$ cat src/rtl/iomem_initiator.sv
// iomem_initiator: single-outstanding command-to-iomem bus initiator with registered request and response.
// Define IOMEM_INITIATOR_TIMEOUT_EN to add the TIMEOUT_CYCLES abort path; otherwise BUS waits forever.
module iomem_initiator #(
    parameter int TIMEOUT_CYCLES = 256
) (
    input  logic        clk,
    input  logic        reset,
    input  logic        cmd_valid,
    output logic        cmd_ready,
    input  logic        cmd_write,
    input  logic [31:0] cmd_addr,
    input  logic [31:0] cmd_wdata,
    input  logic [3:0]  cmd_wstrb,
    output logic        iomem_valid,
    output logic [31:0] iomem_addr,
    output logic [31:0] iomem_wdata,
    output logic [3:0]  iomem_wstrb,
    input  logic        iomem_ready,
    input  logic [31:0] iomem_rdata,
    output logic        rsp_valid,
    input  logic        rsp_ready,
    output logic [31:0] rsp_rdata,
    output logic        rsp_error,
    output logic        busy
);
    typedef enum logic [1:0] {IDLE, BUS, RESP} state_t;

    state_t      state_q, state_d;
    logic        write_q, write_d;
    logic [31:0] addr_q, addr_d, wdata_q, wdata_d, rdata_q, rdata_d;
    logic [3:0]  wstrb_q, wstrb_d;
    logic        timeout;

    if (TIMEOUT_CYCLES < 2 || TIMEOUT_CYCLES > 65535) begin : g_bad_timeout
        $error("iomem_initiator: TIMEOUT_CYCLES must be within 2..65535");
    end

`ifdef IOMEM_INITIATOR_TIMEOUT_EN
    logic [15:0] cnt_q;
    logic        err_q;

    assign timeout   = cnt_q == 16'(TIMEOUT_CYCLES - 1);
    assign rsp_error = err_q;

    // Counter restarts every time BUS is entered; err_q is frozen once BUS is left.
    always_ff @(posedge clk) begin
        if (reset) begin
            cnt_q <= '0;
            err_q <= 1'b0;
        end else begin
            cnt_q <= state_q != BUS ? 16'd0 : (cnt_q == 16'hFFFF ? cnt_q : cnt_q + 16'd1);
            err_q <= state_q == BUS ? (!iomem_ready && timeout) : err_q;
        end
    end
`else
    assign timeout   = 1'b0;
    assign rsp_error = 1'b0;
`endif

    always_comb begin
        state_d = state_q;
        write_d = write_q;
        addr_d  = addr_q;
        wdata_d = wdata_q;
        wstrb_d = wstrb_q;
        rdata_d = rdata_q;
        case (state_q)
            IDLE: if (cmd_valid) begin
                write_d = cmd_write;
                addr_d  = cmd_addr;
                wdata_d = cmd_wdata;
                wstrb_d = cmd_write ? cmd_wstrb : 4'b0000;
                state_d = BUS;
            end
            // A ready in the timeout cycle takes priority over the abort.
            BUS: if (iomem_ready || timeout) begin
                rdata_d = (iomem_ready && !write_q) ? iomem_rdata : 32'd0;
                state_d = RESP;
            end
            RESP: if (rsp_ready) state_d = IDLE;
            default: state_d = IDLE;
        endcase
    end

    always_ff @(posedge clk) begin
        if (reset) begin
            state_q <= IDLE;
            write_q <= 1'b0;
            addr_q  <= '0;
            wdata_q <= '0;
            wstrb_q <= '0;
            rdata_q <= '0;
        end else begin
            state_q <= state_d;
            write_q <= write_d;
            addr_q  <= addr_d;
            wdata_q <= wdata_d;
            wstrb_q <= wstrb_d;
            rdata_q <= rdata_d;
        end
    end

    assign cmd_ready   = state_q == IDLE;
    assign busy        = state_q != IDLE;
    assign iomem_valid = state_q == BUS;
    assign rsp_valid   = state_q == RESP;
    assign iomem_addr  = addr_q;
    assign iomem_wdata = wdata_q;
    assign iomem_wstrb = wstrb_q;
    assign rsp_rdata   = rdata_q;
endmodule

$ cat config.mk
export PLATFORM = sky130hd
export DESIGN_NAME = iomem_initiator
export DESIGN_NICKNAME = d
export VERILOG_FILES = /design/src/rtl/iomem_initiator.sv
export SDC_FILE = /design/constraint.sdc
export NUM_CORES = 1
export LEC_CHECK = 0
export CAP_MARGIN = 20
export CORE_ASPECT_RATIO = 2
export CORE_MARGIN = 2
export CORE_UTILIZATION = 45
export CTS_CLUSTER_SIZE = 24
export DETAILED_ROUTE_END_ITERATION = 8
export PLACE_DENSITY_LB_ADDON = 0.2
export SETUP_SLACK_MARGIN = 0.3
export SLEW_MARGIN = 40
export SYNTH_ARGS = -nofsm -noshare
export SYNTH_HDL_FRONTEND = slang
export SYNTH_SLANG_ARGS = --single-unit
$ cat constraint.sdc
create_clock -name clk -period 1.9 [get_ports clk]
set_clock_uncertainty 0.1 [all_clocks]
set_input_delay 0.285 -clock clk [delete_from_list [all_inputs] [get_ports clk]]
set_output_delay 0.285 -clock clk [all_outputs]
set_load 0.03 [all_outputs]
==> impl_metrics.csv, run 1 <==
group,metric,value,unit
outcome,outcome,"completed",
global_route,grt_start_max_net_pins,99,
routing,vias,3739,
worst_setup_path,number_of_gates_on_the_worst_path_with_buffers_counted,3,
clock_tree,cts_hold_repair_buffers,0,
worst_setup_path,critical_path.slowest_cell,"or2_2",
yosys,number_of_synthesized_flops_with_an_enable_pin,0,
worst_setup_path,cp_data_required_time,1510,ps
clock_tree,worstSkewPairLatency,340,ps
worst_setup_path,stage_delay_of_the_slowest_cell_on_the_critical_path,320,ps
sta,worst_slew_margin_rel,50.8,%
sta,final-hold-violation-count,0,
yosys,synth-seq-area-share,43.6,%
yosys,syn_area,4730,um2
global_route,grt_pass1_wl,17.8,mm
routing,detail_route.vias_per_cell,4.71,
sta,layout_min_cycle_time,1610,ps
yosys,syn_area_per_cell,10.4,um2
sta,fin_crit_sh,84.9,%
yosys,synth-async-reset-ratio,0,%
global_route,global_route_total_usage_across_every_layer,19.3,%
sta,fmax,620,MHz
sta,rsz0062_at_grt,"true",
routing,drt-total-wl,11.2,mm
die,fp-row-count,53,
yosys,proportion_of_netlist_area_held_by_the_largest_area_contributor,43.6,%
global_route,first_global_vias,3620,
yosys,synthDistinctLibCells,20,
place,detailed_place_hpwl,7.86,mm
yosys,synth.net_count,562,
worst_setup_path,setup.worst_path.end_class,"primary output",
sta,timing_max_transition_violations_final,0,
die,fp.dieArea,11400,um2
worst_setup_path,worst_setup_path_start_kind,"flop",
cells_and_area,finish.cell_count_without_fillers,794,
pwr,pwr_density_cell,756,nW/um2
routing,route.detailed.drc,0,
cells_and_area,design.final.nets,758,
yosys,yosys_top_cell_by_area,"dfxtp_1",
place,final_weighted_congestion_of_routability_driven_global_placement,0.731,
clock_tree,cts_max_path_buffers,2,
yosys,ys_warn_count,0,
clock_tree,cts_buffers,9,
global_route,globalRouteOverflowTotal,0,
clock_tree,cts-root-buf,"clkbuf_16",
cells_and_area,area_growth,50.4,%
flow_run,cap_violations,0,
worst_setup_path,crit_path_max_fanout,2,
place,placed_cells_incl_taps,775,
die,start_util,45.7,%
pwr,p_leak,0.00314,uW
die,io_pins,211,
global_route,antenna_found_initial,0,
yosys,yosys_register_bits,103,
worst_hold_path,min_path_cells,2,
yosys,synth.most_common_cell,"nand2b_1",
worst_setup_path,crit_buf_inv,2,
die,core_region_area,10300,um2
pwr,irDropWorstVdd,473,uV
sta,setup_viol,0,
yosys,post_synth_main_area_contributors,"dfxtp_1, nand2b_1, mux2i_1",
pwr,post-layout-total-power,5380,uW
routing,drt_first_pass_iters,4,
place,place.port_buffers,209,
worst_setup_path,cp.arrival,1230,ps
worst_setup_path,timing.critical_path.max_delay_family,"simple AND/OR/NAND/NOR gates",
cells_and_area,antenna_cells,0,
routing,number_of_design_rule_violations_left_by_the_first_detailed_router_iteration,134,
sta,finalSetupTns,0,ps
clock_tree,clk_pin_slew,70,ps
routing,post_drt_wl_per_cell,14.1,um
routing,detail-route-antenna-nets,0,
worst_setup_path,criticalPathCategory,"reg -> out",
worst_setup_path,rr_worst_depth,5,
worst_setup_path,critical_path.cell_chain,"or2_2 -> inv_1 -> clkbuf_2",
sta,tightestPinTransition,738,ps
cells_and_area,share_of_final_layout_standard_cells_stronger_than_drive_strength_1,7.91,%
clock_tree,tritoncts,"built",
clock_tree,cts.sink_count,103,
clock_tree,ctsHtreeMaxLevel,3,
yosys,syn-instance-count,456,
worst_hold_path,hold_path.class,"reg -> reg",
sta,layout_setup_ws,288,ps
die,die_y,149,um
place,placement.setup.worst_slack,84.5,ps
yosys,synth_top_cells_by_count,"nand2b_1, dfxtp_1, mux2i_1",
die,die_w,76.5,um
yosys,dominantRegCellSynth,"dfxtp_1",
registers in the layout, indices dropped and copies added, names as in the netlist:
| name | count |
|---|---|
| state_q | 2 |
| write_q | 1 |
| rsp_rdata | 32 |
| iomem_wdata | 32 |
| iomem_addr | 32 |
| iomem_wstrb | 4 |
through the flow:
stage / cell area [um2] / hold WS, ps / util [%]
after floorplan: 4730 / 340 / -
after global placement: 6920 / 357 / 66.9
after detailed placement: 6920 / 362 / 66.9
after CTS: 7090 / 371 / 68.5
after global routing: 7120 / 385 / 68.8
final: 7120 / 366 / 68.8
worst min-delay path, stage by stage (launching register included):
cell and delay [ps]:
dfxtp_1 310, nand2b_1 60, mux2i_1 50
cell families after synthesis:
logic type | share of synthesized area, %
compound gates | 0.370
buf+inv | 4.84
flops | 43.6
mux | 21.4
other cells | 0.0792
simple gates | 29.8
area by class of cell:
class | count | area (um2)
Tap cell | 137 | 171
Clock buffer | 11 | 243
Clock inverter | 5 | 57.6
Timing Repair Buffer | 223 | 2130
Multi-Input combinational cell | 314 | 2450
Inverter | 1 | 3.75
Fill cell | 902 | 3230
Sequential cell | 103 | 2060
final timing paths:
| kind | startpoint | to | slack (ps) |
|---|---|---|---|
| min reg2reg | iomem_wdata[19] | iomem_wdata[19] | 370 |
| min | iomem_wdata[19] | iomem_wdata[19] | 370 |
| max reg2reg | state_q[0] | iomem_wdata[9] | 430 |
| max | state_q[1] | cmd_ready | 290 |
where the power goes:
group	switching, uW	internal, uW
Clock	785	1060
Sequential	75.7	2290
Combinational	588	581
Total	1450	3930
layer usage:
layer  up-vias  share of wire, %  GRT usage [%]
met5         -                 0              0
met2       140                48           31.1
met4         0               1.8           8.36
met1      1699                43           23.9
met3        12               7.6           5.87
li1       1888                 -              -
cells in the final DEF (no fill, tap or decap):
| cell type | instances |
|---|---|
| nand3b_1 | 4 |
| clkbuf_2 | 2 |
| o21ba_2 | 1 |
| clkbuf_1 | 1 |
| clkbuf_16 | 10 |
| clkinv_2 | 1 |
| buf_12 | 5 |
| clkbuf_8 | 1 |
| or3b_1 | 19 |
| buf_4 | 10 |
| and3b_2 | 1 |
| clkdlybuf4s50_1 | 104 |
| nand2b_1 | 168 |
| inv_1 | 1 |
| bufinv_16 | 1 |
| mux2i_1 | 101 |
| dfxtp_2 | 1 |
| a211oi_1 | 1 |
| dfxtp_1 | 102 |
| conb_1 | 1 |
| nor3b_1 | 1 |
| dlygate4sd2_1 | 100 |
| or3b_2 | 13 |
| nor3b_4 | 1 |
| or2_2 | 1 |
| nor2b_1 | 2 |
| buf_2 | 1 |
| clkinvlp_4 | 3 |
what timing repair did:
action | CTS | global route
setup buffers | 0 | 2
setup endpoints to repair | 104 | 4
gates resized for setup | 113 | 5
pin swaps | 0 | 1
cloned | 0 | 1
Note: power is estimated with default switching activity, not from simulation.
==> inputs of run 2 (changes only) <==
--- a/config.mk
+++ b/config.mk
@@ -8,7 +8,7 @@
 export CAP_MARGIN = 20
 export CORE_ASPECT_RATIO = 2
 export CORE_MARGIN = 2
-export CORE_UTILIZATION = 45
+export CORE_UTILIZATION = 38
 export CTS_CLUSTER_SIZE = 24
 export DETAILED_ROUTE_END_ITERATION = 8
 export PLACE_DENSITY_LB_ADDON = 0.2
==> constraint.sdc (replaced) <==
create_clock -name clk -period 1.37 [get_ports clk]
set_clock_uncertainty 0.1 [all_clocks]
set_input_delay 0.2055 -clock clk [delete_from_list [all_inputs] [get_ports clk]]
set_output_delay 0.2055 -clock clk [all_outputs]
set_load 0.03 [all_outputs]
==> impl_metrics.csv, run 2 (same netlist as run 1, synthesis figures left out) <==
group,metric,value,unit
cells_and_area,area_growth,77.6,%
worst_setup_path,setup.worst_path.end_class,"primary output",
cells_and_area,most-common-layout-cells,"nand2b_1, clkdlybuf4s50_1, dfxtp_2",
outcome,outcome,"finished, violations left",
global_route,first_global_vias,4374,
die,fp.dieArea,13400,um2
sta,rsz0062_at_grt,"true",
pwr,power_frac_clock,31.1,%
sta,final-hold-violation-count,0,
sta,finalSetupTns,-3550,ps
sta,setup_viol,95,
worst_setup_path,crit_path_max_fanout,2,
sta,layout_min_cycle_time,1470,ps
cells_and_area,design.final.nets,832,
sta,timing_max_transition_violations_final,0,
worst_setup_path,cp.arrival,1170,ps
pwr,pwr_density_cell,959,nW/um2
place,final_weighted_congestion_of_routability_driven_global_placement,0.829,
pwr,seqPwrFrac,41.7,%
routing,route.detailed.drc,0,
clock_tree,cts-root-buf,"clkbuf_16",
worst_setup_path,crit_buf_inv,3,
worst_setup_path,stage_delay_of_the_slowest_cell_on_the_critical_path,320,ps
cells_and_area,ff_latch_area,2190,um2
sta,fmax,680,MHz
die,io_pins,211,
sta,fin_crit_sh,107,%
sta,layout_setup_ws,-101,ps
clock_tree,cts.sink_count,103,
worst_setup_path,critical_path.cell_chain,"or2_4 -> buf_6 -> inv_4 -> buf_6",
outcome,violations,"setup timing",
worst_setup_path,worst_setup_path_start_kind,"flop",
cells_and_area,final_core_utilization,69.3,%
worst_setup_path,criticalPathCategory,"reg -> out",
pwr,p_leak,0.00352,uW
die,start_util,39.0,%
worst_hold_path,hold_start,"reset",
cells_and_area,antenna_cells,0,
routing,drt-total-wl,13.8,mm
worst_setup_path,worst_r2r_endpoint,"rsp_rdata[4]",
cells_and_area,multi_input_comb_area,2500,um2
worst_setup_path,worst_r2r_startpoint,"state_q[1]",
worst_hold_path,min_path_cells,3,
routing,post_drt_wl_per_cell,15.8,um
worst_setup_path,cp_data_required_time,1060,ps
clock_tree,worstSkewPairLatency,330,ps
cells_and_area,share_of_final_layout_standard_cells_stronger_than_drive_strength_1,45.7,%
worst_setup_path,setup.worst_path.start,"state_q[0]",
cells_and_area,layout_commonest_cell,"nand2b_1",
clock_tree,cts_buffers,9,
worst_setup_path,rr_worst_depth,5,
place,detailed_place_hpwl,9.95,mm
global_route,grt_start_max_net_pins,37,
flow_run,cap_violations,0,
global_route,globalRouteOverflowTotal,0,
die,core_region_area,12100,um2
global_route,antenna_found_initial,0,
pwr,internal-power,5790,uW
worst_setup_path,critical_path.slowest_cell,"dfxtp_2",
worst_setup_path,timing.critical_path.max_delay_family,"flip-flops",
worst_hold_path,hold_path.class,"in -> reg",
pwr,comb_power_share,27.1,%
clock_tree,cts_max_path_buffers,2,
clock_tree,tritoncts,"built",
pwr,power.switching_fraction,28.1,%
global_route,grt_pass1_wl,21.3,mm
die,fp-row-count,57,
place,place.port_buffers,209,
clock_tree,ctsHtreeMaxLevel,3,
global_route,global_route_total_usage_across_every_layer,19.7,%
routing,detail_route.vias_per_cell,4.74,
die,die_y,162,um
worst_setup_path,cp_common_cell,"buf_6",
routing,vias,4166,
routing,number_of_design_rule_violations_left_by_the_first_detailed_router_iteration,128,
clock_tree,clk_pin_slew,70,ps
die,die_w,82.9,um
routing,detail-route-antenna-nets,0,
worst_setup_path,r2r_slack,-90,ps
cells_and_area,layout.filler_cells,947,
pwr,irDropWorstVdd,650,uV
routing,drt_first_pass_iters,4,
worst_hold_path,whs_endpoint,"rsp_rdata[18]",
pwr,switching_power,2270,uW
run 2: cell types whose count changed in the layout (fill, tap and decap cells not counted), sizes merged:
cell / before / now
buf: 16 / 192
bufinv: 1 / 0
clkbuf: 14 / 11
clkinv: 1 / 2
clkinvlp: 3 / 1
dlygate4sd2: 100 / 0
inv: 1 / 4
run 2: power groups by stage:
stage | registers [uW] | logic, uW | clock network, uW
final | 3370 | 2190 | 2510
after global routing | 3390 | 2300 | 2670
after CTS | 3360 | 2110 | 2570
after detailed placement | 3370 | 1930 | 0
after global placement | 3360 | 1900 | 0
after floorplan | 3700 | 656 | 0
run 2: stage by stage:
stage	total power, uW	instances	worst slack, ps	cell area, um2	hold WS [ps]
after CTS	8040	849	-116	8130	169
after global routing	8360	878	-146	8410	204
after global placement	5260	801	-269	7270	357
final	8060	878	-101	8410	176
after floorplan	4360	456	118	4810	253
after detailed placement	5300	801	-314	7270	361
run 2: layout make-up:
cell class	instances	share of cell area, %
inverters	1	0.0744
repair buffers	297	38.5
well taps	147	2.19
multi-input cells	314	29.7
clock inverters	6	0.595
clock buffers	10	2.84
flip-flops and latches	103	26.1
run 2: layer usage:
layer  vias up  part of all wire [%]  GRT usage [%]
li1       2035                     -              -
met1      1953                    36           19.8
met2       146                    55           37.8
met3        32                   4.5           3.56
met4         0                   4.2           10.1
met5         -                     0              0
run 2: what timing repair did:
action	in CTS	in global routing
pin swaps	1	0
hold buffers	0	0
resized for setup	723	18
gates cloned	3	1
buffers inserted	29	28
endpoints found under the setup margin	206	207
run 2: worst max path at each step:
| stage | endpoint | slack, ps | depth (start not counted) |
|---|---|---|---|
| floorplan | iomem_addr[10] | 120 | 5 |
| global placement | iomem_wdata[9] | -270 | 5 |
| detailed placement | iomem_addr[19] | -310 | 5 |
| CTS | cmd_ready | -120 | 4 |
| global route | iomem_addr[19] | -150 | 5 |
| finish | cmd_ready | -100 | 4 |
run 2: tightest hold or removal path: stages:
cell and delay [ps]:
buf_4 190, nand2b_1 120, mux2i_1 60
==> inputs of run 3 (changes only) <==
--- a/config.mk
+++ b/config.mk
@@ -12,6 +12,7 @@
 export CTS_CLUSTER_SIZE = 24
 export DETAILED_ROUTE_END_ITERATION = 8
 export PLACE_DENSITY_LB_ADDON = 0.2
+export RECOVER_POWER = 50
 export SETUP_SLACK_MARGIN = 0.3
 export SLEW_MARGIN = 40
 export SYNTH_ARGS = -nofsm -noshare
==> constraint.sdc (replaced) <==
create_clock -name clk -period 1.37 [get_ports clk]
set_clock_uncertainty 0.1 [all_clocks]
set_input_delay 0.2055 -clock clk [delete_from_list [all_inputs] [get_ports clk]]
set_output_delay 0.2055 -clock clk [all_outputs]
set_load 0.02 [all_outputs]
==> impl_metrics.csv, run 3 (same netlist as run 1, synthesis figures left out) <==
group,metric,value,unit
cells_and_area,design.final.nets,839,
global_route,globalRouteOverflowTotal,0,
routing,drt-total-wl,13.7,mm
flow_run,cap_violations,0,
pwr,irDropWorstVdd,696,uV
pwr,p_leak,0.00352,uW
routing,drt_first_pass_iters,4,
pwr,seqPwrFrac,42.5,%
sta,setup_viol,68,
outcome,violations,"setup timing",
pwr,comb_power_share,25.1,%
clock_tree,ctsHtreeMaxLevel,3,
sta,layout_setup_ws,-123,ps
clock_tree,cts_buffers,9,
clock_tree,cts-root-buf,"clkbuf_16",
die,fp-row-count,57,
die,die_y,162,um
cells_and_area,antenna_cells,0,
sta,fmax,670,MHz
routing,post_drt_wl_per_cell,15.4,um
clock_tree,clk_pin_slew,70,ps
place,detailed_place_hpwl,9.62,mm
worst_setup_path,cp_data_required_time,1520,ps
global_route,grt_start_max_net_pins,43,
cells_and_area,finish.cell_count_without_fillers,885,
sta,rsz0062_at_grt,"true",
pwr,power_frac_clock,32.4,%
die,die_w,82.9,um
sta,fin_crit_sh,109,%
clock_tree,tritoncts,"built",
global_route,grt_pass1_wl,20.8,mm
routing,vias,4117,
place,final_weighted_congestion_of_routability_driven_global_placement,0.804,
worst_setup_path,cp.arrival,1640,ps
place,place.port_buffers,209,
worst_setup_path,setup.worst_path.end_class,"flop",
cells_and_area,most-common-layout-cells,"nand2b_1, buf_6, clkdlybuf4s50_1",
clock_tree,cts.sink_count,103,
pwr,post-layout-total-power,7940,uW
cells_and_area,area_growth,76.2,%
die,start_util,39.0,%
global_route,first_global_vias,4191,
global_route,antenna_found_initial,0,
routing,detail-route-antenna-nets,0,
cells_and_area,share_of_final_layout_standard_cells_stronger_than_drive_strength_1,45.8,%
worst_setup_path,crit_path_max_fanout,8,
outcome,outcome,"finished, violations left",
die,io_pins,211,
cells_and_area,layout.filler_cells,938,
die,fp.dieArea,13400,um2
global_route,global_route_total_usage_across_every_layer,19.1,%
place,placed_cells_incl_taps,793,
clock_tree,worstSkewPairLatency,340,ps
place,placement.setup.worst_slack,-315,ps
pwr,internal-power,5890,uW
die,core_region_area,12100,um2
pwr,power.switching_fraction,25.8,%
sta,final-hold-violation-count,0,
routing,route.detailed.drc,0,
routing,number_of_design_rule_violations_left_by_the_first_detailed_router_iteration,81,
routing,detail_route.vias_per_cell,4.65,
clock_tree,cts_max_path_buffers,2,
pwr,pwr_density_cell,952,nW/um2
pwr,switching_power,2050,uW
cells_and_area,layout_commonest_cell,"nand2b_1",
worst_setup_path,worst_setup_path_start_kind,"flop",
sta,timing_max_transition_violations_final,0,
worst_setup_path,criticalPathCategory,"reg -> reg",
worst_hold_path,hold_path.class,"in -> reg",
sta,layout_min_cycle_time,1490,ps
## run 3: power groups by stage
| stage | clock network (uW) | registers, uW | logic [uW] |
|---|---|---|---|
| after floorplan | 0 | 3560 | 645 |
| after global placement | 0 | 3370 | 1670 |
| after detailed placement | 0 | 3370 | 1700 |
| after CTS | 2660 | 3370 | 1890 |
| after global routing | 2800 | 3400 | 2100 |
| final | 2570 | 3370 | 1990 |
## run 3: final cells by class
class	instances	area, um2	area share, %
sequential	103	2190	26.3
tap	147	184	2.21
timing repair buffer	304	3160	37.9
clock buffer	11	233	2.79
clock inverter	5	63.8	0.765
multi-input combinational	314	2500	30.0
inverter	1	3.75	0.0450
## run 3: worst max-delay path, stage by stage (launching register included)
cell and delay (ps):
dfxtp_2 340, buf_6 130, nor3b_4 210, buf_12 190
buf_12 120, buf_12 120, mux2i_1 200
## run 3: path summary, 6_finish.rpt
path	from	to	slack (ps)	depth (start not counted)
max reg2reg	state_q[0]	iomem_wdata[4]	-120	6
min reg2reg	rsp_rdata[23]	rsp_rdata[23]	380	2
max	state_q[0]	iomem_wdata[4]	-120	6
min	reset	iomem_wdata[3]	230	3
## run 3: stage by stage
stage                     hold WS [ps]  cell area [um2]  util [%]  setup TNS (ps)
after CTS                          225             8010      66.1           -2170
after detailed placement           363             7120      58.7          -22820
after global placement             357             7120      58.7          -21810
after global routing               254             8340      68.8           -7430
after floorplan                    253             4810         -               0
final                              235             8340      68.8           -2520
## run 3: per-layer routing
metal / part of all wire, % / track usage (%) / vias up / wire, um
li1: - / - / 2047 / -
met1: 34 / 18.8 / 1918 / 4710
met2: 57 / 37.0 / 132 / 7840
met3: 5.8 / 5.23 / 20 / 789
met4: 2.4 / 7.68 / 0 / 323
met5: 0 / 0 / - / 0
## run 3: timing repair
action / in CTS / in global routing
gates resized for setup: 728 / 6
pin swaps: 1 / 0
hold buffers: 0 / 0
endpoints found under the setup margin: 206 / 207
cloned: 3 / 0
buffers inserted: 33 / 40
